File: config.mk
export PLATFORM = sky130hd
export DESIGN_NAME = serial_subtractor
export DESIGN_NICKNAME = d
export VERILOG_FILES = /design/src/rtl/serial_subtractor.sv
export SDC_FILE = /design/constraint.sdc
export NUM_CORES = 1
export LEC_CHECK = 0
export CAP_MARGIN = 20
export CORE_ASPECT_RATIO = 0.5
export CORE_MARGIN = 3
export CORE_UTILIZATION = 50
export CTS_CLUSTER_SIZE = 30
export DETAILED_ROUTE_END_ITERATION = 12
export PLACE_DENSITY = 0.86
export REMOVE_ABC_BUFFERS = 1
export SETUP_SLACK_MARGIN = 0.4
export SLEW_MARGIN = 0
export SYNTH_ARGS = -nofsm -noshare
export SYNTH_HDL_FRONTEND = slang
export SYNTH_SLANG_ARGS = --single-unit
File: constraint.sdc
create_clock -name clk -period 2 [get_ports clk]
set_input_delay 0.3 -clock clk [delete_from_list [all_inputs] [get_ports clk]]
set_output_delay 0.3 -clock clk [all_outputs]
set_load 0.01 [all_outputs]
File: src/rtl/serial_subtractor.sv
// Bit-serial subtractor: A - B - bin, one bit per clock LSB first, through a
// single full-subtractor cell and a borrow flop, with valid/ready on both sides.
module serial_subtractor #(
   parameter int WIDTH = 8
) (
   input  logic             clk,
   input  logic             rst_n,
   input  logic             in_valid,
   output logic             in_ready,
   input  logic [WIDTH-1:0] a,
   input  logic [WIDTH-1:0] b,
   input  logic             bin,
   output logic             out_valid,
   input  logic             out_ready,
   output logic [WIDTH-1:0] diff,
   output logic             bout,
   output logic             ovf,
   output logic             busy
);

   localparam int CW = $clog2(WIDTH);

   typedef enum logic [1:0] {IDLE, SHIFT, DONE} state_t;

   state_t           state, state_nxt;
   logic [WIDTH-1:0] a_sh, b_sh, res;
   logic [CW-1:0]    cnt;
   logic             br;
   logic             a_msb, b_msb;

   // full-subtractor cell on the current LSBs
   logic             a0, b0, d, br_nxt, last, accept;
   logic [WIDTH-1:0] res_nxt;

   assign a0      = a_sh[0];
   assign b0      = b_sh[0];
   assign d       = a0 ^ b0 ^ br;
   assign br_nxt  = (~a0 & b0) | (~(a0 ^ b0) & br);
   assign res_nxt = {d, res[WIDTH-1:1]};
   assign last    = (cnt == CW'(WIDTH - 1));
   assign accept  = (state == IDLE) && in_valid;

   assign in_ready  = (state == IDLE);
   assign out_valid = (state == DONE);
   assign busy      = (state != IDLE);

   always_ff @(posedge clk or negedge rst_n) begin
      if (!rst_n) state <= IDLE;
      else        state <= state_nxt;
   end

   always_comb begin
      state_nxt = state;
      case (state)
         IDLE:    if (in_valid)  state_nxt = SHIFT;
         SHIFT:   if (last)      state_nxt = DONE;
         DONE:    if (out_ready) state_nxt = IDLE;
         default:                state_nxt = IDLE;
      endcase
   end

   always_ff @(posedge clk or negedge rst_n) begin
      if (!rst_n) begin
         a_sh  <= '0;
         b_sh  <= '0;
         res   <= '0;
         cnt   <= '0;
         br    <= 1'b0;
         a_msb <= 1'b0;
         b_msb <= 1'b0;
         diff  <= '0;
         bout  <= 1'b0;
         ovf   <= 1'b0;
      end else if (accept) begin
         a_sh  <= a;
         b_sh  <= b;
         br    <= bin;
         a_msb <= a[WIDTH-1];
         b_msb <= b[WIDTH-1];
         cnt   <= '0;
      end else if (state == SHIFT) begin
         res  <= res_nxt;
         br   <= br_nxt;
         a_sh <= a_sh >> 1;
         b_sh <= b_sh >> 1;
         cnt  <= cnt + 1'b1;
         // result registers update only once the full word has been formed
         if (last) begin
            diff <= res_nxt;
            bout <= br_nxt;
            ovf  <= (a_msb != b_msb) && (res_nxt[WIDTH-1] != a_msb);
         end
      end
   end

endmodule
* Word-level counts from Yosys, hierarchy flattened
Cells that the tools add are included.
Word-level totals: RAM bits 0, word-level logic and storage cells 48, latch bits 0, output and inout bits 13, register bits after elaboration 42, memories 0, ROM bits 0
Operators by class: add/sub/neg operators 1, order comparisons 0, divide/modulo/power cells 0, shift-type cells 0, muxes and demuxes 12, reduce and logical (&&, ||, !) cells 8, multipliers 0, bitwise logic cells 8, eq/ne operators 8
Operators with widths (count):
- 2-to-1 mux 8 bit | 4
- 2-to-1 mux 2 bit | 3
- 2-to-1 mux 3 bit | 2
- one-hot mux 2 bit (3 select lines) | 1
- AND reduction 3 bit | 2
- != test 2 bit (second input constant) | 2
- nonzero test 2 bit | 2
- adder 3 x 1 -> 3 bit (second input constant) | 1
- equality test 3 bit (second input constant) | 1
- NOT 1 bit | 3
- AND 1 bit | 2
- equality test 2 x 1 -> 1 bit (second input constant) | 1
- equality test 2 bit (second input constant) | 1
- logical AND 1 bit | 2
- zero test 2 bit | 1
- 2-to-1 mux 1 bit | 2
- != test 1 bit | 2
- != test 2 x 1 -> 1 bit (second input constant) | 1
- AND reduction 2 bit | 1
- bitwise XOR 1 bit | 2
- OR 1 bit | 1

* Logic depth before layout (Yosys ltp)
depth in word-level cells 6, gate-level depth with buffers 6, gate-level depth less buffers 5

* Worst setup path before layout
No wires, ideal clock.
path type reg-to-reg, start register cnt[0], end register diff[3], arrival 1429 ps, period minus slack after synthesis 1553 ps, slack 447 ps, setup time 125 ps, cell stages (with the launch flop) 6, path buffers 1, path through dfrtp_1 -> ha_1 -> ha_1 -> nand3b_1 -> buf_2 -> mux2_2
Between the ends: word-level cells in the longest chain between the ends 2
Ends and longest elaborated chain:
- from (decl) | line 27 | logic [CW-1:0] cnt;
- from (signal assigned) | line 86 | cnt <= cnt + 1'b1;
- equality test 3 bit | line 40 | assign last = (cnt == CW'(WIDTH - 1));
- AND reduction 3 bit (no line)
- to (signal assigned) | line 89 | diff <= res_nxt;
- to (decl) | line 15 | output logic [WIDTH-1:0] diff,
No other way between the ends. A chain may end at the register's enable or synchronous reset.

* Worst setup path after layout
start register cnt[0], end register diff[4]
The elaborated chain is that of the path after synthesis.

==> out/results.txt <==
Synth top cells by count: nand2_1 (56), dfrtp_1 (41), a32oi_1 (14)
Total iterations of the first detailed-routing run: 4
Synth Register Bits: 41
Combinational group share of total power: 0.388
Worst hold path class: input port to async pin
Crit path capture: diff[4]$_DFFE_PN0P_
Die ar.: 4210 sq um
Post-synthesis mux area share: 0.0656
Max Freq: 643 MHz
DRT Wirelength: 3770 microns
Area contributors post-synth: dfrtp_1 (60%), nand2_1 (12%), a32oi_1 (7.1%)
HPWL Detailed: 2450 microns
Via count: 1,303
Cell Area, Synth: 1720 sq um
Arr. time, crit path: 1.74 ns
Overall power: 3.42 mW
Residual DRC: 0
CTS root buffer: clkbuf_8
Seq pwr share: 0.410
Sw frac: 0.344
CTS tree: done
Vias/cell: 5.36
XOR/XNOR share of the synthesized area: 0
Initial antenna violation count: 0
Die height: 47.4 microns
Layout fillers: 191
Async SR Flop Fraction: 1.00
GP Congestion: 0.743
LEAKAGE: 1.10 nW
Initial core utilization: 0.547
IO Count: 34
Initial drt markers: 68
Post-route ant nets: 0
Max_slew headroom: 0.537
Combinational family with the most area after synthesis: simple AND/OR/NAND/NOR gates
# diodes: 0
Post-synth top area share: 0.598
Power Density: 1500 nW/um^2
Mapped Cells: 158
CTS H-tree lvls: 2
Max Root-Sink Buffers: 2
Synth Area in Compound Gates: 0.119
Post-Synth Adder-Cell Area: 0.0262
Most used DFF post-synth: dfrtp_1
Setup CP Type: flip-flop to flip-flop
IO buf count: 33
Clock power frac: 0.202
Status: complete, no violations
CP endpoint kind: flip-flop
Worst hold margin: 0.0470 ns
Worst reg2reg setup slack: 0.45 ns
P_sw: 1.18 mW
RSZ-0062 raised after global routing: true
GR Overflow Total: 0
Clk_skew: 0.00500 ns
EDFF count, synth: 0
FF-to-FF path depth: 5
Final Util: 0.726
Critical-path maximum fanout: 6
Final Hold Viols: 0
Post-synth top area cell: dfrtp_1
Reg2Reg Launch Point: cnt[0]$_DFFE_PN0P_
Row count: 14
Final cycle utilization of the critical path: 0.777
Max-cap viol count: 0
Routed wire per std cell: 15.5 microns
Max-slew violation count: 0
Post-synth cell types: 23
Synth warn: 0
Setup Total Neg Slack: 0 ns
Post-synthesis simple-gate area fraction: 0.155
CTS sink count: 41
CTS Buf Count: 5
Global-route wire length before repair: 6090 microns
Skew-Pair Late Insertion Delay: 0.29 ns
Nets: 226
Core Box Area: 3140 sq um
Clk slew on worst S/H paths: 0.08 ns
Final setup viols: 0
Tot GR Track Use: 0.199
Req. time, crit path: 2.18 ns
Layout cells sized above 1: 0.177
Worst-Margin Slew: 0.694 ns
Largest net degree at the start of global routing: 42
Post-synthesis sequential area ratio: 0.598
Syn Area/Cell: 10.9 sq um
Worst R2R End: diff[4]$_DFFE_PN0P_
Internal power: 2.24 mW
Fin crit period: 1.55 ns
Area Growth Syn to Fin: 32.7%
Vias in the first global route: 1,292
Hold buffers post-CTS: 0
Worst VDD drop: 0.000647 V
Die width: 88.9 microns
Startpoint types: flip-flop
CP startpoint: cnt[0]$_DFFE_PN0P_
Count leader, synth: nand2_1
==> power by group through the flow <==
stage	clock [mW]	combinational (mW)	sequential, mW
2_1_floorplan	0	0.716	1.40
3_3_place_gp	0	1.19	1.38
3_5_place_dp	0	1.24	1.42
4_1_cts	0.697	1.29	1.40
5_1_grt	0.731	1.48	1.45
6_report	0.690	1.33	1.40
==> flip-flops by register name (all words and copies together) (netlist names), 2 cells and up <==
name   count
b_sh       8
res        7
a_sh       8
cnt        3
state      2
diff       8
==> worst min-delay path by stage <==
stage | cells past startpoint | slack [ns] | endpoint | startpoint
CTS | 2 | 0.07 | diff[3]$_DFFE_PN0P_ | rst_n
global route | 2 | 0.10 | diff[3]$_DFFE_PN0P_ | rst_n
global placement | 2 | 0.38 | diff[5]$_DFFE_PN0P_ | rst_n
floorplan | 0 | 0.004 | a_msb$_DFFE_PN0P_ | rst_n
detailed placement | 2 | 0.39 | diff[4]$_DFFE_PN0P_ | rst_n
finish | 2 | 0.05 | diff[4]$_DFFE_PN0P_ | rst_n
==> per-stage QoR <==
stage                     instance area, sq um  worst slack (ns)  std cells
final                                     2280             0.445        243
after global routing                      2280             0.379        243
after CTS                                 2240             0.251        239
after detailed placement                  2090             0.356        228
after global placement                    2090             0.377        228
after floorplan                           1670             0.364        149
==> worst max-delay path: stages (launching register included) <==
cell      delay (ns)
dfrtp_1         0.39
ha_1            0.21
ha_1            0.20
nand3b_1        0.15
buf_6           0.15
mux2_2          0.33
==> placed cells by master (no fill, tap or decap) <==
master           count
o21bai_1             1
bufinv_16            1
nor2_4               1
buf_4               11
nand3b_1             1
clkdlybuf4s50_1     29
nor3b_1              1
a32oi_1             14
buf_2                1
ha_1                 2
dlymetal6s2s_1       1
a21oi_1              1
dfrtp_2              2
a221o_1              1
and2_1               1
clkbuf_8             6
a22o_1               2
o21ai_0              6
buf_6                2
nor2b_1              2
inv_1                4
dlygate4sd2_1        2
dfrtp_1             39
nand2_1             56
nor2_1               1
o21bai_2             1
nand2b_1             2
mux2_2              10
fa_1                 1
clkinvlp_4           1
==> cell type report <==
cell class | instances | area, sq um | share of cell area
flip-flops and latches | 41 | 1030 | 0.452
multi-input cells | 104 | 633 | 0.278
repair buffers | 46 | 430 | 0.189
clock buffers | 6 | 82.6 | 0.0363
well taps | 40 | 50.0 | 0.0220
clock inverters | 2 | 37.5 | 0.0165
inverters | 4 | 15.0 | 0.00659
==> layer usage <==
metal  vias to the layer above  share of wire  GRT usage  wire length [microns]
met5                         -              0          0                      0
met4                         0          0.012     0.0633                     44
met3                         4          0.037     0.0481                    140
met2                        24           0.52      0.351                   1950
met1                       648           0.43      0.251                   1630
li1                        627              -          -                      -
==> timing repair <==
item	in CTS	in global routing
pin swaps	1	1
resized for setup	5	3
setup endpoints to repair	3	9
gates cloned	0	0
buffers inserted	3	4
==> cells by family after synthesis <==
family          Yosys count
compound gates           26
fa+ha+maj                 3
buf+inv                  13
flops                    41
mux                      10
simple gates             65
Note: power is estimated with default switching activity, not from simulation.
